File: src/rtl/gpio_port_pcint.sv
// rtl/gpio_port_pcint.sv - GPIO port with DDR/PORT/PIN registers, pad synchroniser and pin-change interrupt
module gpio_port_pcint #(
    parameter int WIDTH       = 8,
    parameter int DDR_DEFAULT = 0,
    parameter int SYNC_STAGES = 2,
    parameter int EDGE_MODE   = 0
) (
    input  logic             clk,
    input  logic             clr,
    input  logic             ddr_we,
    input  logic [WIDTH-1:0] ddr_wdata,
    input  logic             port_we,
    input  logic [WIDTH-1:0] port_wdata,
    input  logic             pin_we,
    input  logic [WIDTH-1:0] pin_wdata,
    input  logic             pcmsk_we,
    input  logic [WIDTH-1:0] pcmsk_wdata,
    input  logic             pcif_clr,
    input  logic [WIDTH-1:0] pad_in,
    output logic [WIDTH-1:0] ddr_out,
    output logic [WIDTH-1:0] port_out,
    output logic [WIDTH-1:0] pin_out,
    output logic [WIDTH-1:0] pcmsk_out,
    output logic [WIDTH-1:0] pad_oe,
    output logic [WIDTH-1:0] pad_do,
    output logic [WIDTH-1:0] pad_pu,
    output logic             pcif,
    output logic             irq
);

    localparam int              CW      = $clog2(SYNC_STAGES + 2);
    localparam logic [CW-1:0]   ARM_MAX = CW'(SYNC_STAGES + 1);
    localparam logic [WIDTH-1:0] RST_VAL = (DDR_DEFAULT != 0) ? '1 : '0;

    logic [WIDTH-1:0] sync_q [SYNC_STAGES];
    logic [WIDTH-1:0] prev_pin;
    logic [WIDTH-1:0] change;
    logic [CW-1:0]    arm_cnt;
    logic             armed;
    logic             hit;

    always_comb begin
        change = '0;
        if (EDGE_MODE == 1)
            change = pin_out & ~prev_pin;
        else if (EDGE_MODE == 2)
            change = ~pin_out & prev_pin;
        else
            change = pin_out ^ prev_pin;
    end

    // Arming masks the synchroniser filling up with a static high pad after reset.
    assign armed = (arm_cnt == ARM_MAX);
    assign hit   = (|(change & pcmsk_out)) & armed;

    always_ff @(posedge clk) begin
        if (clr) begin
            ddr_out   <= RST_VAL;
            port_out  <= RST_VAL;
            pcmsk_out <= '0;
            pcif      <= 1'b0;
            prev_pin  <= '0;
            arm_cnt   <= '0;
            for (int i = 0; i < SYNC_STAGES; i++)
                sync_q[i] <= '0;
        end else begin
            if (ddr_we)
                ddr_out <= ddr_wdata;
            if (pcmsk_we)
                pcmsk_out <= pcmsk_wdata;
            if (port_we)
                port_out <= port_wdata;
            else if (pin_we)
                port_out <= port_out ^ pin_wdata;
            sync_q[0] <= pad_in;
            for (int i = 1; i < SYNC_STAGES; i++)
                sync_q[i] <= sync_q[i-1];
            prev_pin <= pin_out;
            if (!armed)
                arm_cnt <= arm_cnt + 1'b1;
            pcif <= hit | (pcif & ~pcif_clr);
        end
    end

    assign pin_out = sync_q[SYNC_STAGES-1];
    assign pad_oe  = ddr_out;
    assign pad_do  = port_out & ddr_out;
    assign pad_pu  = port_out & ~ddr_out;
    assign irq     = pcif;

endmodule

File: config.mk
export PLATFORM = sky130hd
export DESIGN_NAME = gpio_port_pcint
export DESIGN_NICKNAME = d
export VERILOG_FILES = /design/src/rtl/gpio_port_pcint.sv
export SDC_FILE = /design/constraint.sdc
export NUM_CORES = 1
export LEC_CHECK = 0
export CAP_MARGIN = 10
export CORE_ASPECT_RATIO = 0.6
export CORE_MARGIN = 3
export CORE_UTILIZATION = 41
export CTS_BUF_LIST = sky130_fd_sc_hd__clkbuf_8
export DETAILED_ROUTE_END_ITERATION = 16
export PLACE_DENSITY = 0.93
export SYNTH_ARGS = -nofsm -noshare
export SYNTH_HDL_FRONTEND = slang
export SYNTH_SLANG_ARGS = --single-unit
File: constraint.sdc
create_clock -name clk -period 1.3 [get_ports clk]
set_input_delay 0.13 -clock clk [delete_from_list [all_inputs] [get_ports clk]]
set_output_delay 0.13 -clock clk [all_outputs]
set_load 0.03 [all_outputs]
==> flow_summary_export.csv, run 1 <==
group,metric,value,unit
status,status,"complete, no violations",
sta,relSlewSlack,0.776,
hold_path,holdCritStartpoint,"clr",
power,ir_drop,735,uV
placed_design,dp_cells,354,
power,power.total,3.59,mW
worst_setup_path,cp_top_family,"buffers and inverters",
placed_design,finalWeightedCongestion,0.764,
final_layout,area_growth,52.6,%
yosys,avgSynthCellArea,10.0,um^2
floorplanning,core-area,4680,um^2
drt,wl_per_cell,13.1,um
clocking,clk_pin_slew,0.10,ns
worst_setup_path,critPathKind,"reg2out",
sta,finClkSkew,0.0107,ns
clocking,htree_levels,2,
yosys,synth_cell_type_count,16,
floorplanning,die_y,60.6,um
yosys,synth_area,2040,um^2
yosys,synth.yosys.seq_area_share,0.501,
drt,drtIter0Drc,44,
sta,rsz0062_at_grt,"no",
final_layout,fillCellCount,387,
sta,final.setup.worst_slack,0.0562,ns
worst_setup_path,crit_path_cell_trace,"dlygate4sd2_1",
final_layout,n_antenna_cell,0,
worst_setup_path,crit_arrival,1.11,ns
global_route,grt_pass1_vias,1461,
sta,tightest_slew,0.337,ns
floorplanning,pin_count,105,
hold_path,hold_path.class,"in2reg",
worst_setup_path,ff2ff_setup_slack,0.12,ns
drt,post-route-drc-count,0,
global_route,grt_start_max_net_pins,25,
yosys,synth_warnings,0,
worst_setup_path,critPathBufInv,1,
clocking,numCtsBuffers,5,
global_route,overflow,0,
global_route,grt_usage,0.155,
drt,vias,1591,
worst_setup_path,cp.depth,1,
clocking,cts_tree,"yes",
placed_design,port_buffers,104,
floorplanning,die_x,97.0,um
global_route,antenna_found_initial,0,
final_layout,layout-drive-gt1-share,0.144,
drt,ant_nets,0,
sta,setup_violations,0,
worst_setup_path,reg2reg_depth,4,
drt,via_per_inst,4.40,
sta,slew_violations,0,
placed_design,dp_slack,-0.0330,ns
yosys,yosys.area.top_type_share,0.501,
yosys,synth_fp_nets,251,
clocking,max-clock-path-buffers,2,
final_layout,finalNetCount,346,
flow_run,cap_violations,0,
floorplanning,num_rows,19,
yosys,synth-edff-count,0,
worst_setup_path,critPathRequiredTime,1.17,ns
worst_setup_path,regToRegEndpoint,"irq",
yosys,synth.most_common_cell,"dfxtp_1",
yosys,synth_top_area_cell,"dfxtp_1",
yosys,ys_async_sr_fraction,0,
global_route,grt_pass1_wl,7180,um
drt,wl,4730,um
hold_path,hold_path_depth,2,
yosys,yosys-top-cells-count,"dfxtp_1, nor2b_1, nor2_1",
clocking,clock_latency,0.30,ns
sta,fin_crit,1.24,ns
clocking,hold_buffers,0,
sta,whs,0.191,ns
yosys,synth_seq_cells,51,
final_layout,stdcell_count,362,
worst_setup_path,critical_path.slowest_cell,"dlygate4sd2_1",
power,p_leak,1.52,nW
worst_setup_path,start_kind,"register",
yosys,ys.flop_type,"dfxtp_1",
sta,fin_setup_tns,0,ns
sta,fmax,804,MHz
worst_setup_path,end_kind,"output pin",
clocking,cts_sinks,51,
hold_path,hold_end,"ddr_out[0]",
drt,dr.pass1.iters,4,
sta,hold_viol,0,
clocking,cts_root_buffer,"clkbuf_8",
worst_setup_path,slowest_delay,0.43,ns
yosys,synth_cells,203,
worst_setup_path,crit_fanout,3,
yosys,synth.area.top_cells,"dfxtp_1, mux2i_1, nor2b_1",
floorplanning,die_area,5880,um^2
placed_design,dpl.hpwl,3790,um
sta,period_share,0.957,
power,p_per_area,1150,nW/um^2
worst_setup_path,r2r-start,"sync_q[0][15]",
floorplanning,start_util,0.435,
[cell type report]
class                      count  area [um^2]  share of cell area
clock buffer                   5         68.8              0.0221
timing repair buffer         115         1050               0.337
inverter                       1         3.75             0.00121
sequential                    51         1020               0.330
multi-input combinational    124          840               0.270
tap                           63         78.8              0.0254
clock inverter                 3         43.8              0.0141
[layout by cell type, fill, tap and decap left out, types with 8 or more instances in the layout]
cell type / synthesis / routed
clkdlybuf4s50_1: 0 / 45
buf_4: 17 / 21
mux2i_1: 25 / 25
dlygate4sd2_1: 0 / 34
dfxtp_1: 51 / 48
xnor2_1: 8 / 8
nor2_1: 27 / 27
and2_1: 8 / 8
nand2_1: 8 / 8
xor2_1: 9 / 9
nor2b_1: 32 / 32
[logic make-up after synthesis]
| logic type | synth area share |
|---|---|
| AO/OA/AOI/OAI | 0.0197 |
| XOR/XNOR | 0.0731 |
| adder cells (fa/ha/maj) | 0.00614 |
| buffers and inverters | 0.0866 |
| flip-flops | 0.501 |
| multiplexers | 0.123 |
| AND/OR/NAND/NOR | 0.190 |
[how the worst max path moves through the flow]
stage	from	to	slack (ns)
2_1_floorplan	port_out[0]	pad_pu[0]	0.13
3_3_place_gp	port_out[4]	pad_pu[4]	0.01
3_5_place_dp	port_out[4]	pad_pu[4]	-0.03
4_1_cts	port_out[4]	pad_pu[4]	0.005
5_1_grt	port_out[4]	pad_pu[4]	0.0001
6_report	sync_q[0][11]	pin_out[3]	0.06
[flip-flops by register name (all words and copies together) (netlist names)]
register and flops:
prev_pin 8, ddr_out 8, irq 1, port_out 8
sync_q 16, pcmsk_out 8, arm_cnt 2
[routing by layer]
layer  up-vias  global-route usage  routed length, um
li1        818                   -                  -
met4         0              0.0480                 43
met1       715               0.207               2170
met3         5              0.0459                280
met5         -                   0                  0
met2        53               0.249               2230
[where the power goes]
part	internal, mW	total [mW]	switching, mW
registers	1.66	1.72	0.0666
clock network	0.573	1.08	0.511
logic	0.376	0.777	0.401
total	2.61	3.59	0.979
[stage by stage]
| stage | utilization | cell area, um^2 |
|---|---|---|
| 2_1_floorplan | - | 2040 |
| 3_3_place_gp | 0.653 | 3060 |
| 3_5_place_dp | 0.653 | 3060 |
| 4_1_cts | 0.667 | 3120 |
| 5_1_grt | 0.664 | 3110 |
| 6_report | 0.664 | 3110 |
[what timing repair did]
item,in CTS,in global routing
gates resized for setup,54,18
endpoints found under the hold margin,0,0
buffers inserted,0,0
endpoints found under the setup margin,46,16
No activity file was read; power rests on OpenSTA's default activity.
==> run 2: changes to the inputs <==
--- a/config.mk
+++ b/config.mk
@@ -11,6 +11,7 @@
 export CORE_UTILIZATION = 41
 export CTS_BUF_LIST = sky130_fd_sc_hd__clkbuf_8
 export DETAILED_ROUTE_END_ITERATION = 16
+export GPL_ROUTABILITY_DRIVEN = 0
 export PLACE_DENSITY = 0.93
 export SYNTH_ARGS = -nofsm -noshare
 export SYNTH_HDL_FRONTEND = slang
==> results of run 2 <==
No change in the layout: final DEF, timing and power equal those of run 1.
